**config.mk**
```make
export PLATFORM = sky130hd
export DESIGN_NAME = tick_edge_rx
export DESIGN_NICKNAME = d
export VERILOG_FILES = /design/src/rtl/tick_edge_rx_pkg.sv /design/src/rtl/tick_edge_rx_sync.sv /design/src/rtl/tick_edge_rx.sv
export SDC_FILE = /design/constraint.sdc
export NUM_CORES = 1
export LEC_CHECK = 0
export CAP_MARGIN = 20
export CORE_ASPECT_RATIO = 0.75
export CORE_MARGIN = 2
export CORE_UTILIZATION = 59
export CTS_BUF_LIST = sky130_fd_sc_hd__clkbuf_8
export DETAILED_ROUTE_END_ITERATION = 12
export PLACE_DENSITY = 0.84
export SLEW_MARGIN = 15
export SYNTH_ARGS = -nofsm -noshare
export SYNTH_HDL_FRONTEND = slang
export SYNTH_SLANG_ARGS = --single-unit
export TNS_END_PERCENT = 1
```
**constraint.sdc**
```tcl
create_clock -name clk -period 3.35 [get_ports clk]
set_input_delay 0.335 -clock clk [delete_from_list [all_inputs] [get_ports clk]]
set_output_delay 0.335 -clock clk [all_outputs]
set_load 0.01 [all_outputs]
```
**src/rtl/tick_edge_rx_pkg.sv**
```systemverilog
// -----------------------------------------------------------------------------
// tick_edge_rx_pkg
// Shared definitions for the slow update-tick receiver:
//   - rx_state_e : receiver FSM state encoding
//   - in_window  : inclusive range test used for period qualification
// Optional feature macro used by this slice: TICK_RX_GLITCH_EN (see tick_edge_rx_sync).
// -----------------------------------------------------------------------------
package tick_edge_rx_pkg;

    typedef enum logic [2:0] {
        ST_IDLE    = 3'd0,
        ST_SEEK    = 3'd1,
        ST_MEASURE = 3'd2,
        ST_LOCKED  = 3'd3,
        ST_LOST    = 3'd4
    } rx_state_e;

    // Inclusive window test. Bounds are signed so a tolerance larger than the
    // nominal period still gives a sensible (open-ended) lower bound.
    function automatic logic in_window(input int unsigned val, input int lo, input int hi);
        return (int'(val) >= lo) && (int'(val) <= hi);
    endfunction

endpackage

```
**src/rtl/tick_edge_rx_sync.sv**
```systemverilog
// -----------------------------------------------------------------------------
// tick_edge_rx_sync
// Brings the asynchronous slow square wave into the clk domain and produces a
// single-cycle rising-edge indication.
//   clk     in  fast system clock
//   rst     in  asynchronous, active-high reset
//   tick_i  in  slow square wave, asynchronous to clk
//   rise_o  out combinational, high for one cycle per rising edge of the
//               (optionally filtered) synchronised level
// Configuration macro TICK_RX_GLITCH_EN: when defined, the synchronised level
// must be stable for GLITCH_CYC cycles before the filtered level follows it.
// When undefined there is no filter and GLITCH_CYC has no effect.
// -----------------------------------------------------------------------------
module tick_edge_rx_sync #(
    parameter int SYNC_STAGES = 2,
    parameter int GLITCH_CYC  = 4
) (
    input  logic clk,
    input  logic rst,
    input  logic tick_i,
    output logic rise_o
);

    if (SYNC_STAGES < 2 || GLITCH_CYC < 1) begin : g_cfg_check
        $error("tick_edge_rx_sync: need SYNC_STAGES >= 2 and GLITCH_CYC >= 1");
    end

    logic [SYNC_STAGES-1:0] sync_q;
    logic                   level;
    logic                   prev_q;

    always_ff @(posedge clk or posedge rst) begin
        if (rst) begin
            sync_q <= '0;
        end else begin
            sync_q <= {sync_q[SYNC_STAGES-2:0], tick_i};
        end
    end

`ifdef TICK_RX_GLITCH_EN
    localparam int GW = (GLITCH_CYC > 2) ? $clog2(GLITCH_CYC) : 1;

    logic          filt_q;
    logic [GW-1:0] stab_q;

    // stab_q counts consecutive cycles the synced level disagrees with the
    // filtered level; any agreement restarts the count, so short pulses die.
    always_ff @(posedge clk or posedge rst) begin
        if (rst) begin
            filt_q <= 1'b0;
            stab_q <= '0;
        end else if (sync_q[SYNC_STAGES-1] == filt_q) begin
            stab_q <= '0;
        end else if (stab_q == GW'(GLITCH_CYC - 1)) begin
            filt_q <= sync_q[SYNC_STAGES-1];
            stab_q <= '0;
        end else begin
            stab_q <= stab_q + 1'b1;
        end
    end

    assign level = filt_q;
`else
    assign level = sync_q[SYNC_STAGES-1];
`endif

    always_ff @(posedge clk or posedge rst) begin
        if (rst) begin
            prev_q <= 1'b0;
        end else begin
            prev_q <= level;
        end
    end

    assign rise_o = level & ~prev_q;

endmodule

```
**src/rtl/tick_edge_rx.sv**
```systemverilog
// -----------------------------------------------------------------------------
// tick_edge_rx
// Receiving end of the slow divided update clock. Emits a one-cycle update
// strobe per rising edge of tick_in, measures the rising-to-rising period and
// tracks lock against the nominal period NOM = 2*EXP_HALF (+/- TOL).
//   clk      in  fast system clock
//   rst      in  asynchronous, active-high reset
//   en       in  receiver enable; low forces IDLE
//   tick_in  in  slow square wave, asynchronous to clk
//   upd_stb  out one-cycle pulse per accepted rising edge
//   period   out last measured period in clk cycles (saturating)
//   locked   out LOCK_CNT consecutive good periods, no fault since
//   lost     out timeout or bad period after lock / during measurement
// Configuration macro TICK_RX_GLITCH_EN enables the input glitch filter in
// tick_edge_rx_sync (adds GLITCH_CYC cycles of strobe latency).
// -----------------------------------------------------------------------------
module tick_edge_rx
    import tick_edge_rx_pkg::*;
#(
    parameter int SYNC_STAGES = 2,
    parameter int CNT_W       = 26,
    parameter int EXP_HALF    = 2500000,
    parameter int TOL         = 1024,
    parameter int LOCK_CNT    = 2,
    parameter int GLITCH_CYC  = 4
) (
    input  logic             clk,
    input  logic             rst,
    input  logic             en,
    input  logic             tick_in,
    output logic             upd_stb,
    output logic [CNT_W-1:0] period,
    output logic             locked,
    output logic             lost
);

    localparam int NOM    = 2 * EXP_HALF;
    localparam int GOOD_LO = NOM - TOL;
    localparam int GOOD_HI = NOM + TOL;
    localparam int TO_CYC  = NOM + TOL + 1;
    localparam int GC_W    = (LOCK_CNT > 1) ? $clog2(LOCK_CNT + 1) : 1;

    localparam logic [CNT_W-1:0] TO_C    = CNT_W'(TO_CYC);
    localparam logic [CNT_W-1:0] CNT_MAX = '1;

    rx_state_e        state_q;
    logic [GC_W-1:0]  good_cnt_q;
    logic [CNT_W-1:0] cnt_q;
    logic [CNT_W-1:0] cnt_d;
    logic             rise;
    logic             good;
    logic             timeout;

    tick_edge_rx_sync #(
        .SYNC_STAGES (SYNC_STAGES),
        .GLITCH_CYC  (GLITCH_CYC)
    ) u_sync (
        .clk    (clk),
        .rst    (rst),
        .tick_i (tick_in),
        .rise_o (rise)
    );

    // cnt_q holds the number of cycles since the last edge, counting the edge
    // cycle itself as 1, so at the next edge it equals the full period.
    always_comb begin
        cnt_d = cnt_q;
        if (!en || state_q == ST_IDLE) begin
            cnt_d = '0;
        end else if (rise) begin
            cnt_d = CNT_W'(1);
        end else if (cnt_q != CNT_MAX) begin
            cnt_d = cnt_q + 1'b1;
        end
    end

    always_ff @(posedge clk or posedge rst) begin
        if (rst) begin
            cnt_q <= '0;
        end else begin
            cnt_q <= cnt_d;
        end
    end

    assign good    = in_window(32'(cnt_q), GOOD_LO, GOOD_HI);
    assign timeout = (cnt_q == TO_C);

    // Edge handling takes priority over timeout in every state, so an edge
    // landing exactly on the timeout count is judged as a (bad) period.
    always_ff @(posedge clk or posedge rst) begin
        if (rst) begin
            state_q    <= ST_IDLE;
            good_cnt_q <= '0;
            upd_stb    <= 1'b0;
            period     <= '0;
            locked     <= 1'b0;
            lost       <= 1'b0;
        end else begin
            upd_stb <= 1'b0;
            if (!en) begin
                state_q    <= ST_IDLE;
                good_cnt_q <= '0;
                locked     <= 1'b0;
                lost       <= 1'b0;
            end else begin
                case (state_q)
                    ST_IDLE: begin
                        state_q <= ST_SEEK;
                    end
                    ST_SEEK: begin
                        // First edge only arms the measurement; period is kept.
                        if (rise) begin
                            upd_stb    <= 1'b1;
                            state_q    <= ST_MEASURE;
                            good_cnt_q <= '0;
                        end
                    end
                    ST_MEASURE: begin
                        if (rise) begin
                            upd_stb <= 1'b1;
                            period  <= cnt_q;
                            if (good) begin
                                good_cnt_q <= good_cnt_q + 1'b1;
                                if (good_cnt_q == GC_W'(LOCK_CNT - 1)) begin
                                    state_q <= ST_LOCKED;
                                    locked  <= 1'b1;
                                end
                            end else begin
                                good_cnt_q <= '0;
                            end
                        end else if (timeout) begin
                            state_q <= ST_LOST;
                            lost    <= 1'b1;
                        end
                    end
                    ST_LOCKED: begin
                        if (rise) begin
                            upd_stb <= 1'b1;
                            period  <= cnt_q;
                            if (!good) begin
                                state_q <= ST_LOST;
                                locked  <= 1'b0;
                                lost    <= 1'b1;
                            end
                        end else if (timeout) begin
                            state_q <= ST_LOST;
                            locked  <= 1'b0;
                            lost    <= 1'b1;
                        end
                    end
                    ST_LOST: begin
                        if (rise) begin
                            upd_stb    <= 1'b1;
                            period     <= cnt_q;
                            state_q    <= ST_MEASURE;
                            good_cnt_q <= '0;
                            lost       <= 1'b0;
                        end
                    end
                    default: begin
                        state_q <= ST_IDLE;
                    end
                endcase
            end
        end
    end

endmodule

```
==> flow_metrics.py <==
metrics = {
    "synthesis": {
        "synth.most_common_cell": "dfrtp_1",
        "yosys_warnings": 0,
        "synth_flop_cell": "dfrtp_1",
        "synth_seq_cells": 63,
        "synth-edff-count": 0,
        "syn-num-nets": 324,
        "async_reset_ff_share_pct": 100,
        "synth_top_area_share_pct": 50.2,
        "avgSynthCellArea_um2": 9.94,
        "synthCells": 316,
        "synth_top_cell_by_area": "dfrtp_1",
        "synth_area_leaders": "dfrtp_1 (50%), mux2_2 (7.2%), o21ai_0 (3.7%)",
        "synth_area_mm2": 0.00314,
        "synth_commonest_cells": "dfrtp_1 (63), nor2_1 (30), nand2_1 (27)",
        "synth.distinct_cells": 44,
        "ys_seq_area_share_pct": 50.2,
    },
    "critical_path": {
        "crit_type": "reg2reg",
        "worst_ep_arrival_time_ns": 2.76,
        "endpoint_kind": "flip-flop",
        "path_max_fanout": 5,
        "path_cells": "or3_4 -> or3_4 -> or4_4 -> o21ai_2 -> a31o_4 -> nand3_2 -> mux2_4",
        "cp_common_cell": "or3_4",
        "cp_slowest_cell": "or4_4",
        "startpoint_type": "flip-flop",
        "cp.required_ns": 3.58,
        "max_stage_delay_ns": 0.51,
    },
    "placed_design": {
        "port_buffers": 32,
        "place_area_mm2": 0.00353,
        "gp_congestion": 0.862,
        "place_hpwl_um": 4550,
    },
    "layout": {
        "final_util_pct": 74.4,
        "antenna-diode-count": 0,
        "final_layout_size_suffix_gt1_share_pct": 14.6,
        "design_area_mm2": 0.00372,
        "syn2layout_area_growth_pct": 18.6,
        "fin_nets": 358,
        "num-fill-cells": 361,
    },
    "global_route": {
        "antenna_found_initial": 0,
        "grt_max_degree": 36,
        "first_global_vias": 2404,
        "overflow": 0,
        "grtUsageTotal_pct": 25.7,
        "grt_pass1_wl_um": 11400,
    },
    "power": {
        "cellInternalPower_mw": 1.17,
        "p_sw_share_pct": 24.5,
        "switching_power_mw": 0.378,
        "peakVddDrop_mv": 0.271,
        "pwr-share-comb_pct": 6.9,
        "cellPowerDensity_mw_per_mm2": 414,
        "finalPower_mw": 1.54,
        "p_leak_nw": 1.57,
        "p_seq_share_pct": 51.3,
        "clkPwrFrac_pct": 41.9,
    },
    "timing": {
        "period_share_pct": 75.5,
        "slew_headroom_pct": 45.5,
        "worst_slew_pin_slew_ns": 0.809,
        "max_freq_mhz": 396,
        "hold_viol": 0,
        "fin_tns_setup_ns": 0,
        "rsz0062_at_grt": "no",
        "fin_crit_ns": 2.53,
        "maxSlewViolCount": 0,
        "skew_ns": 0.00745,
        "hold_ws_ns": 0.364,
        "setup_viol": 0,
    },
    "clocking": {
        "post_cts_buffers": 0,
        "numCtsBuffers": 9,
        "cts_resized": 0,
        "cts_num_sinks": 63,
        "cts_buffer_depth": 2,
        "cts_tree": "built",
        "clock-root-buffer": "clkbuf_8",
        "clock_latency_ns": 0.34,
        "h-tree-depth": 3,
        "clkSlewWorstSetupHoldPaths_ns": 0.07,
        "cts.hold.buffers_added": 0,
    },
    "die": {
        "die_w_um": 88.2,
        "dieHeight_um": 67.2,
        "die_area_mm2": 0.00593,
        "ioPinCount": 33,
        "core_mm2": 0.00501,
        "start_util_pct": 62.7,
        "fp-row-count": 22,
    },
    "routing": {
        "firstDrtPassIters": 5,
        "antenna_left": 0,
        "drc": 0,
        "drt_iter0_drc": 191,
        "drt_wl_total_um": 6710,
        "via_count": 2534,
        "post_drt_wl_per_cell_um": 15.7,
        "vias_per_cell": 5.93,
    },
    "worst_hold_path": {
        "hold_path_class": "reg2reg",
    },
    "run_status": {
        "outcome": "complete, no violations",
    },
    "flow_run": {
        "cap_violations": 0,
    },
}
==> registers in the layout, summed over array words and instances, names as in the netlist <==
register / flops
good_cnt_q: 2
locked: 1
u_sync.prev_q: 1
u_sync.sync_q: 2
upd_stb: 1
period: 26
lost: 1
cnt_q: 26
state_q: 3
==> cell type report <==
class,instances,area [µm²],share of cell area [%]
inverter,10,37.5,1.01
timing repair buffer,37,358,9.61
clock buffer,10,138,3.69
multi-input combinational,229,1470,39.5
tap,72,90.1,2.42
sequential,63,1580,42.3
clock inverter,6,52.6,1.41
==> path summary, 6_finish.rpt <==
path / to / depth (start not counted) / startpoint / slack, ns
min in group asynchronous: upd_stb / 2 / rst / 0.43
max in group asynchronous: cnt_q[11] / 3 / rst / 2.23
hold reg to reg: u_sync.sync_q[1] / 0 / u_sync.sync_q[0] / 0.36
setup / recovery: state_q[2] / 7 / cnt_q[15] / 0.82
setup reg to reg: state_q[2] / 7 / cnt_q[15] / 0.82
hold / removal: u_sync.sync_q[1] / 0 / u_sync.sync_q[0] / 0.36
==> per-stage QoR <==
| stage | instances | setup WS, ns |
|---|---|---|
| 2_1_floorplan | 316 | 0.921 |
| 3_5_place_dp | 411 | 0.833 |
| 5_1_grt | 427 | 0.583 |
| 6_report | 427 | 0.822 |
| 4_1_cts | 427 | 0.818 |
| 3_3_place_gp | 411 | 0.876 |
==> layout by cell type (no fill, tap or decap), drive strengths merged, types with 2 or more instances in the layout <==
cell,n
a21oi,12
and2,4
and3,5
and4,6
and4b,2
buf,5
clkbuf,10
clkdlybuf4s50,32
clkinv,3
dfrtp,63
ha,4
inv,12
mux2,21
nand2,27
nand2b,2
nand3,20
nand4,10
nor2,30
nor2b,3
nor3,11
nor3b,2
nor4,4
o21ai,24
o31ai,2
or3,10
or4,3
xnor2,10
xor2,7
==> cells by family (layout without fill, tap and decap cells) <==
| logic type | after synthesis | after routing | share of synthesized area (%) |
|---|---|---|---|
| flip-flops | 63 | 63 | 50.2 |
| multiplexers | 21 | 21 | 7.65 |
| AO/OA/AOI/OAI | 46 | 46 | 8.92 |
| adder cells (fa/ha/maj) | 4 | 4 | 1.59 |
| XOR/XNOR | 17 | 17 | 4.74 |
| AND/OR/NAND/NOR | 141 | 141 | 24.0 |
| buffers and inverters | 24 | 63 | 2.91 |
==> power groups by stage <==
stage                     logic (mW)  clock network [mW]  registers (mW)
final                          0.106               0.647           0.791
after global routing           0.120               0.697           0.793
after CTS                      0.106               0.657           0.791
after detailed placement       0.105                   0           0.805
after global placement         0.103                   0           0.804
after floorplan               0.0826                   0           0.794
==> per-layer routing <==
layer,vias up,part of all wire (%),global-route usage [%]
li1,1192,-,-
met1,1225,46,35.9
met2,106,46,39.0
met3,11,6.8,6.85
met4,0,1.3,9.47
met5,-,0,0
==> critical path: cells and delay by family, from the launching register on <==
family	cells	cell delay [ns]
AO/OA/AOI/OAI	2	0.28
flip-flops	1	0.41
multiplexers	1	0.31
AND/OR/NAND/NOR	4	1.41
Power figures use the tool's default switching activity.
